### config.mk
export PLATFORM = sky130hd
export DESIGN_NAME = coin_travel_engine
export DESIGN_NICKNAME = d
export VERILOG_FILES = /design/src/rtl/coin_travel_engine_pkg.sv /design/src/rtl/coin_travel_engine_step_tick_divider.sv /design/src/rtl/coin_travel_engine.sv
export SDC_FILE = /design/constraint.sdc
export NUM_CORES = 1
export LEC_CHECK = 0
export BUFFER_PORTS_ARGS = -buffer_cell sky130_fd_sc_hd__buf_2
export CAP_MARGIN = 25
export CORE_AREA = 2 2 83 85
export CTS_CLUSTER_DIAMETER = 40
export DETAILED_ROUTE_END_ITERATION = 16
export DIE_AREA = 0 0 85 87
export HOLD_SLACK_MARGIN = 0.03
export PLACE_DENSITY = 0.7
export SLEW_MARGIN = 0
export SYNTH_ARGS = -nofsm -noshare
export SYNTH_HDL_FRONTEND = slang
export SYNTH_HIERARCHICAL = 1
export SYNTH_SLANG_ARGS = --single-unit
### constraint.sdc
create_clock -name clock -period 4.41 [get_ports clock]
set_input_delay 0 -clock clock [delete_from_list [all_inputs] [get_ports clock]]
set_output_delay 0 -clock clock [all_outputs]
set_load 0.005 [all_outputs]
### src/rtl/coin_travel_engine_pkg.sv
// Shared definitions for the coin travel engine: travel codes, waypoints, FSM states.
// Latency: n/a (constants and pure functions only).
// Backpressure: n/a.
package coin_travel_engine_pkg;

  // Leg request codes from the transaction controller
  localparam logic [2:0] TRAVEL_NONE = 3'b000;
  localparam logic [2:0] TRAVEL_1    = 3'b001;
  localparam logic [2:0] TRAVEL_2    = 3'b010;
  localparam logic [2:0] TRAVEL_3    = 3'b011;
  localparam logic [2:0] TRAVEL_4    = 3'b101;

  // Station waypoints on the 160x120 display
  localparam logic [7:0] WP0_X = 8'd8;
  localparam logic [6:0] WP0_Y = 7'd60;
  localparam logic [7:0] WP1_X = 8'd40;
  localparam logic [6:0] WP1_Y = 7'd60;
  localparam logic [7:0] WP2_X = 8'd80;
  localparam logic [6:0] WP2_Y = 7'd20;
  localparam logic [7:0] WP3_X = 8'd120;
  localparam logic [6:0] WP3_Y = 7'd60;
  localparam logic [7:0] WP4_X = 8'd152;
  localparam logic [6:0] WP4_Y = 7'd100;

  typedef enum logic [2:0] {
    ST_IDLE     = 3'd0,
    ST_LOAD     = 3'd1,
    ST_MOVE     = 3'd2,
    ST_DONE     = 3'd3,
    ST_WAIT_CLR = 3'd4
  } state_t;

  // Start and destination of one latched leg
  typedef struct packed {
    logic [7:0] sx;
    logic [6:0] sy;
    logic [7:0] dx;
    logic [6:0] dy;
  } route_t;

  function automatic logic route_valid(input logic [2:0] code);
    return (code == TRAVEL_1) || (code == TRAVEL_2) ||
           (code == TRAVEL_3) || (code == TRAVEL_4);
  endfunction

  function automatic route_t route_lookup(input logic [2:0] code);
    route_t r;
    case (code)
      TRAVEL_2: r = '{sx: WP1_X, sy: WP1_Y, dx: WP2_X, dy: WP2_Y};
      TRAVEL_3: r = '{sx: WP2_X, sy: WP2_Y, dx: WP3_X, dy: WP3_Y};
      TRAVEL_4: r = '{sx: WP3_X, sy: WP3_Y, dx: WP4_X, dy: WP4_Y};
      default:  r = '{sx: WP0_X, sy: WP0_Y, dx: WP1_X, dy: WP1_Y};
    endcase
    return r;
  endfunction

endpackage

### src/rtl/coin_travel_engine_step_tick_divider.sv
// Step pacing counter: pulses tick_o once every TICKS_PER_STEP enabled cycles.
// Latency: tick_o is combinational from the count, asserted on the last cycle of each period.
// Backpressure: counting pauses while en_i is low; clr_i restarts the period from zero.
module step_tick_divider #(
  parameter int TICKS_PER_STEP = 833333
) (
  input  logic clock,
  input  logic resetn,
  input  logic clr_i,
  input  logic en_i,
  output logic tick_o
);

  localparam int CW = (TICKS_PER_STEP > 1) ? $clog2(TICKS_PER_STEP) : 1;
  localparam logic [CW-1:0] LAST = CW'(TICKS_PER_STEP - 1);

  logic [CW-1:0] cnt_q, cnt_d;

  assign tick_o = en_i && (cnt_q == LAST);

  // Next count: clear wins, otherwise advance and wrap on the tick
  always_comb begin
    cnt_d = cnt_q;
    if (clr_i) begin
      cnt_d = '0;
    end else if (en_i) begin
      cnt_d = tick_o ? '0 : cnt_q + 1'b1;
    end
  end

  // Count register
  always_ff @(posedge clock or negedge resetn) begin
    if (!resetn) cnt_q <= '0;
    else         cnt_q <= cnt_d;
  end

endmodule

### src/rtl/coin_travel_engine.sv
// Moves the coin sprite along fixed waypoint legs and pulses done_travel on arrival.
// Latency: done_travel high in the cycle after edge 2+N*TICKS_PER_STEP from the sampling edge.
// Backpressure: one leg at a time; a held code is ignored until travel returns to 000.
// Build option COIN_TRAVEL_DIAGONAL_EN: step x and y together instead of x-then-y.
module coin_travel_engine
  import coin_travel_engine_pkg::*;
#(
  parameter int TICKS_PER_STEP = 833333,
  parameter int X_W            = 8,
  parameter int Y_W            = 7
) (
  input  logic           clock,
  input  logic           resetn,
  input  logic [2:0]     travel,
  output logic           done_travel,
  output logic [X_W-1:0] coin_x,
  output logic [Y_W-1:0] coin_y,
  output logic           coin_visible,
  output logic           busy
);

  state_t         state_q, state_d;
  route_t         route_q, route_d;
  logic [X_W-1:0] x_q, x_d, x_step, dest_x, start_x;
  logic [Y_W-1:0] y_q, y_d, y_step, dest_y, start_y;
  logic           vis_q, vis_d;
  logic           done_q, done_d;
  logic           div_clr, div_en, tick;
  logic           at_dest;

  assign dest_x  = X_W'(route_q.dx);
  assign dest_y  = Y_W'(route_q.dy);
  assign start_x = X_W'(route_q.sx);
  assign start_y = Y_W'(route_q.sy);
  assign at_dest = (x_q == dest_x) && (y_q == dest_y);

  step_tick_divider #(
    .TICKS_PER_STEP(TICKS_PER_STEP)
  ) u_div (
    .clock (clock),
    .resetn(resetn),
    .clr_i (div_clr),
    .en_i  (div_en),
    .tick_o(tick)
  );

  // One-pixel step toward the destination; never overshoots
  always_comb begin
    x_step = x_q;
    y_step = y_q;
`ifdef COIN_TRAVEL_DIAGONAL_EN
    if (x_q != dest_x) x_step = (x_q < dest_x) ? x_q + 1'b1 : x_q - 1'b1;
    if (y_q != dest_y) y_step = (y_q < dest_y) ? y_q + 1'b1 : y_q - 1'b1;
`else
    if (x_q != dest_x)      x_step = (x_q < dest_x) ? x_q + 1'b1 : x_q - 1'b1;
    else if (y_q != dest_y) y_step = (y_q < dest_y) ? y_q + 1'b1 : y_q - 1'b1;
`endif
  end

  // Leg FSM: latch route, load start, pace steps, pulse done, wait for release
  always_comb begin
    state_d = state_q;
    route_d = route_q;
    x_d     = x_q;
    y_d     = y_q;
    vis_d   = vis_q;
    div_clr = 1'b0;
    div_en  = 1'b0;
    case (state_q)
      ST_IDLE: begin
        if (route_valid(travel)) begin
          route_d = route_lookup(travel);
          state_d = ST_LOAD;
        end
      end
      ST_LOAD: begin
        if (travel == TRAVEL_NONE) begin
          state_d = ST_IDLE;
        end else begin
          x_d     = start_x;
          y_d     = start_y;
          vis_d   = 1'b1;
          div_clr = 1'b1;
          state_d = ST_MOVE;
        end
      end
      ST_MOVE: begin
        if (travel == TRAVEL_NONE) begin
          state_d = ST_IDLE;
        end else if (at_dest) begin
          state_d = ST_DONE;
        end else begin
          div_en = 1'b1;
          if (tick) begin
            x_d = x_step;
            y_d = y_step;
          end
        end
      end
      ST_DONE: state_d = ST_WAIT_CLR;
      ST_WAIT_CLR: begin
        if (travel == TRAVEL_NONE) state_d = ST_IDLE;
      end
      default: state_d = ST_IDLE;
    endcase
  end

  assign done_d = (state_d == ST_DONE);

  // State, route, position and registered done pulse
  always_ff @(posedge clock or negedge resetn) begin
    if (!resetn) begin
      state_q <= ST_IDLE;
      route_q <= '0;
      x_q     <= X_W'(WP0_X);
      y_q     <= Y_W'(WP0_Y);
      vis_q   <= 1'b0;
      done_q  <= 1'b0;
    end else begin
      state_q <= state_d;
      route_q <= route_d;
      x_q     <= x_d;
      y_q     <= y_d;
      vis_q   <= vis_d;
      done_q  <= done_d;
    end
  end

  assign done_travel  = done_q;
  assign coin_x       = x_q;
  assign coin_y       = y_q;
  assign coin_visible = vis_q;
  assign busy         = (state_q != ST_IDLE);

endmodule

==> flow_summary.json <==
{
  "status": "completed",
  "yosysSeqAreaShare_pct": 37.5,
  "min_to": "start_x[4]",
  "max-clock-path-buffers": 2,
  "drive_gt1_share_pct": 13.0,
  "synth_top_area_share_pct": 33.6,
  "path_clk_slew_ns": 0.10,
  "vias": 2861,
  "synthAdderAreaFrac_pct": 10.2,
  "synth_edf_count": 0,
  "hold_path.class": "in -> reg",
  "slew_headroom_pct": 38.9,
  "grt_use_total_pct": 21.3,
  "core_mm2": 0.00657,
  "reg2reg_to": "coin_y[6]",
  "hpwl_mm": 5.47,
  "synth_seq_cells": 50,
  "synth_area_leaders": "dfrtp_1, ha_1, a21oi_1",
  "finalHoldViolCount": 0,
  "rsz0062_at_grt": "no",
  "synth_nets": 412,
  "cp_data_required_time_ns": 4.66,
  "slew_viol_final": 0,
  "synth_flop_cell": "dfrtp_1",
  "ctsResizeCount": 0,
  "power_density_mw_per_mm2": 767,
  "antenna_found_initial": 0,
  "netlist-cell-type-count": 61,
  "dr.pass1.iters": 4,
  "avgViaCountPerCell": 5.86,
  "min-delay-start": "travel[0]",
  "final.setup_skew_ns": 0.0140,
  "diodes": 0,
  "avgSynthCellArea_um2": 8.79,
  "die_w_um": 85,
  "synth_compound_area_share_pct": 17.7,
  "reg2reg_from": "coin_x[3]",
  "grt_pass1_wl_mm": 12.8,
  "ff2ff_setup_slack_ns": 0.66,
  "arrival_ns": 4.00,
  "cts_tree": "yes",
  "cts-root-buf": "clkbuf_8",
  "worstSetupEndpointType": "flip-flop",
  "port-buffer-count": 22,
  "tightestPinTransition_ns": 0.910,
  "synth_cells": 381,
  "detail-route-antenna-nets": 0,
  "synthSimpleGateAreaFrac_pct": 24.1,
  "ios": 23,
  "die_h_um": 87,
  "grt_pass1_vias": 2744,
  "layout.nets": 438,
  "worstPathMaxFanout": 12,
  "min_path_cells": 3,
  "htree_levels": 2,
  "peakVddDrop_mv": 0.504,
  "synth_warnings": 6,
  "area_growth_pct": 9.34,
  "synth_area_leader_cell": "dfrtp_1",
  "start_util_pct": 51.0,
  "clock_latency_ns": 0.30,
  "p_leak_nw": 1.67,
  "setup_ws_ns": 0.659,
  "num_rows": 30,
  "fin_crit_sh_pct": 85.1,
  "async_flop_share_pct": 100,
  "synthMuxAreaShare_pct": 1.31,
  "cts_made_buffers": 5,
  "grt-ovfl-total": 0,
  "maxCapViolCount": 0,
  "drc": 0,
  "synth_top_family_by_area": "simple AND/OR/NAND/NOR gates",
  "setup_violations": 0,
  "criticalPathCategory": "reg -> reg",
  "worstRegToRegCells": 14,
  "post-place-ws_ns": 0.689,
  "fin_setup_tns_ns": 0,
  "gp_congestion": 0.839,
  "wl_per_cell_um": 15.8,
  "max_freq_mhz": 267,
  "wirelength_mm": 7.69,
  "start_kind": "flip-flop",
  "dieArea_mm2": 0.00740,
  "drtIter0Drc": 115,
  "synth_xor_area_share_pct": 4.45,
  "synth_area_mm2": 0.00335,
  "period_minus_slack_ns": 3.75,
  "numClockSinks": 50,
  "grt_max_degree": 51
}
==> per-stage QoR <==
stage          hold slack, ns  cells  power (mW)  instance area [µm²]  utilization (%)
6_report               0.0927    488        2.81                 3660             55.8
5_1_grt                 0.135    488        3.09                 3660             55.8
4_1_cts                0.0757    488        2.81                 3660             55.8
3_5_place_dp            0.170    477        2.50                 3530             53.8
3_3_place_gp            0.160    477        2.45                 3530             53.8
2_1_floorplan          -0.296    381        2.09                 3350                -
==> repair_timing <==
action,in CTS,in global routing
endpoints found under the hold margin,50,0
setup buffers,0,0
hold buffers,3,0
==> report_power, final <==
| group | total (mW) | internal [mW] | switching (mW) |
|---|---|---|---|
| sequential | 0.733 | 0.597 | 0.136 |
| clock | 0.293 | 0.130 | 0.163 |
| combinational | 1.78 | 0.744 | 1.04 |
| total | 2.81 | 1.47 | 1.34 |
==> how the worst max path moves through the flow <==
stage / startpoint / to / slack (ns) / depth (start not counted)
finish: coin_x[3] / coin_y[6] / 0.66 / 14
global route: coin_x[3] / coin_y[6] / 0.47 / 14
CTS: coin_x[3] / coin_x[2] / 0.66 / 13
detailed placement: coin_x[3] / coin_x[2] / 0.69 / 13
global placement: coin_x[3] / coin_y[6] / 0.83 / 14
floorplan: coin_y[4] / coin_y[6] / 1.33 / 12
==> logic make-up (layout without fill, tap and decap cells) <==
family | Yosys count | count (layout)
flip-flops | 50 | 50
AND/OR/NAND/NOR | 153 | 153
XOR/XNOR | 17 | 17
adder cells (fa/ha/maj) | 26 | 26
multiplexers | 4 | 4
AO/OA/AOI/OAI | 94 | 94
buffers and inverters | 37 | 64
==> placed cells by master (no fill, tap or decap), types with 4 or more instances in the layout <==
cell,n
o211ai_1,6
nor2b_1,5
dfrtp_1,45
buf_2,22
nor3_1,7
nand2_1,46
a21oi_1,35
o21ai_0,15
nand2b_1,4
xor2_1,9
clkbuf_8,6
xnor2_1,8
a21o_1,4
o31ai_1,7
inv_1,26
dfstp_2,5
nand4_1,9
nor4_1,4
nor2_1,37
nand3_1,10
buf_4,4
ha_1,24
==> sequential cells by signal, summed over array words and instances, names as in the netlist <==
register	count
dest_y	1
start_y	2
coin_x	8
done_travel	1
dest_x	5
u_div/cnt_q	20
state_q	3
coin_visible	1
start_x	2
coin_y	7
==> layout make-up <==
cell class              count  area, µm²
fillers                   603       2910
flip-flops and latches     50       1260
inverters                  27        101
multi-input cells         294       1930
well taps                  80        100
repair buffers             29        170
clock inverters             2       16.3
clock buffers               6       82.6
==> critical path: stages (launching register included) <==
cell and delay (ns):
dfstp_2 0.56, inv_1 0.06, ha_1 0.27, or4b_4 0.23
nor4_2 0.06, nor3_1 0.71, inv_2 0.23, nor4_1 0.23
nand4_1 0.12, nor2_1 0.12, nand2_1 0.12, o21ai_2 0.16
nand3_2 0.22, or4_1 0.52, nand3_1 0.09
==> synth_stat cells, types with 4 or more instances <==
cell,n
nand2_1,46
dfrtp_1,45
nor2_1,37
a21oi_1,35
inv_1,26
ha_1,24
o21ai_0,15
nand3_1,10
nand4_1,9
xor2_1,9
xnor2_1,8
nor3_1,7
o31ai_1,7
o211ai_1,6
clkbuf_1,5
dfstp_2,5
nor2b_1,5
a21o_1,4
nand2b_1,4
nor4_1,4
==> per-layer routing <==
metal  track usage, %  up-vias  share of wire (%)
met5                0        -                  0
li1                 -     1416                  -
met4             7.22        0               0.68
met3             2.56        5                3.1
met2             35.7       51                 49
met1             28.7     1389                 47
Power figures use the tool's default switching activity.
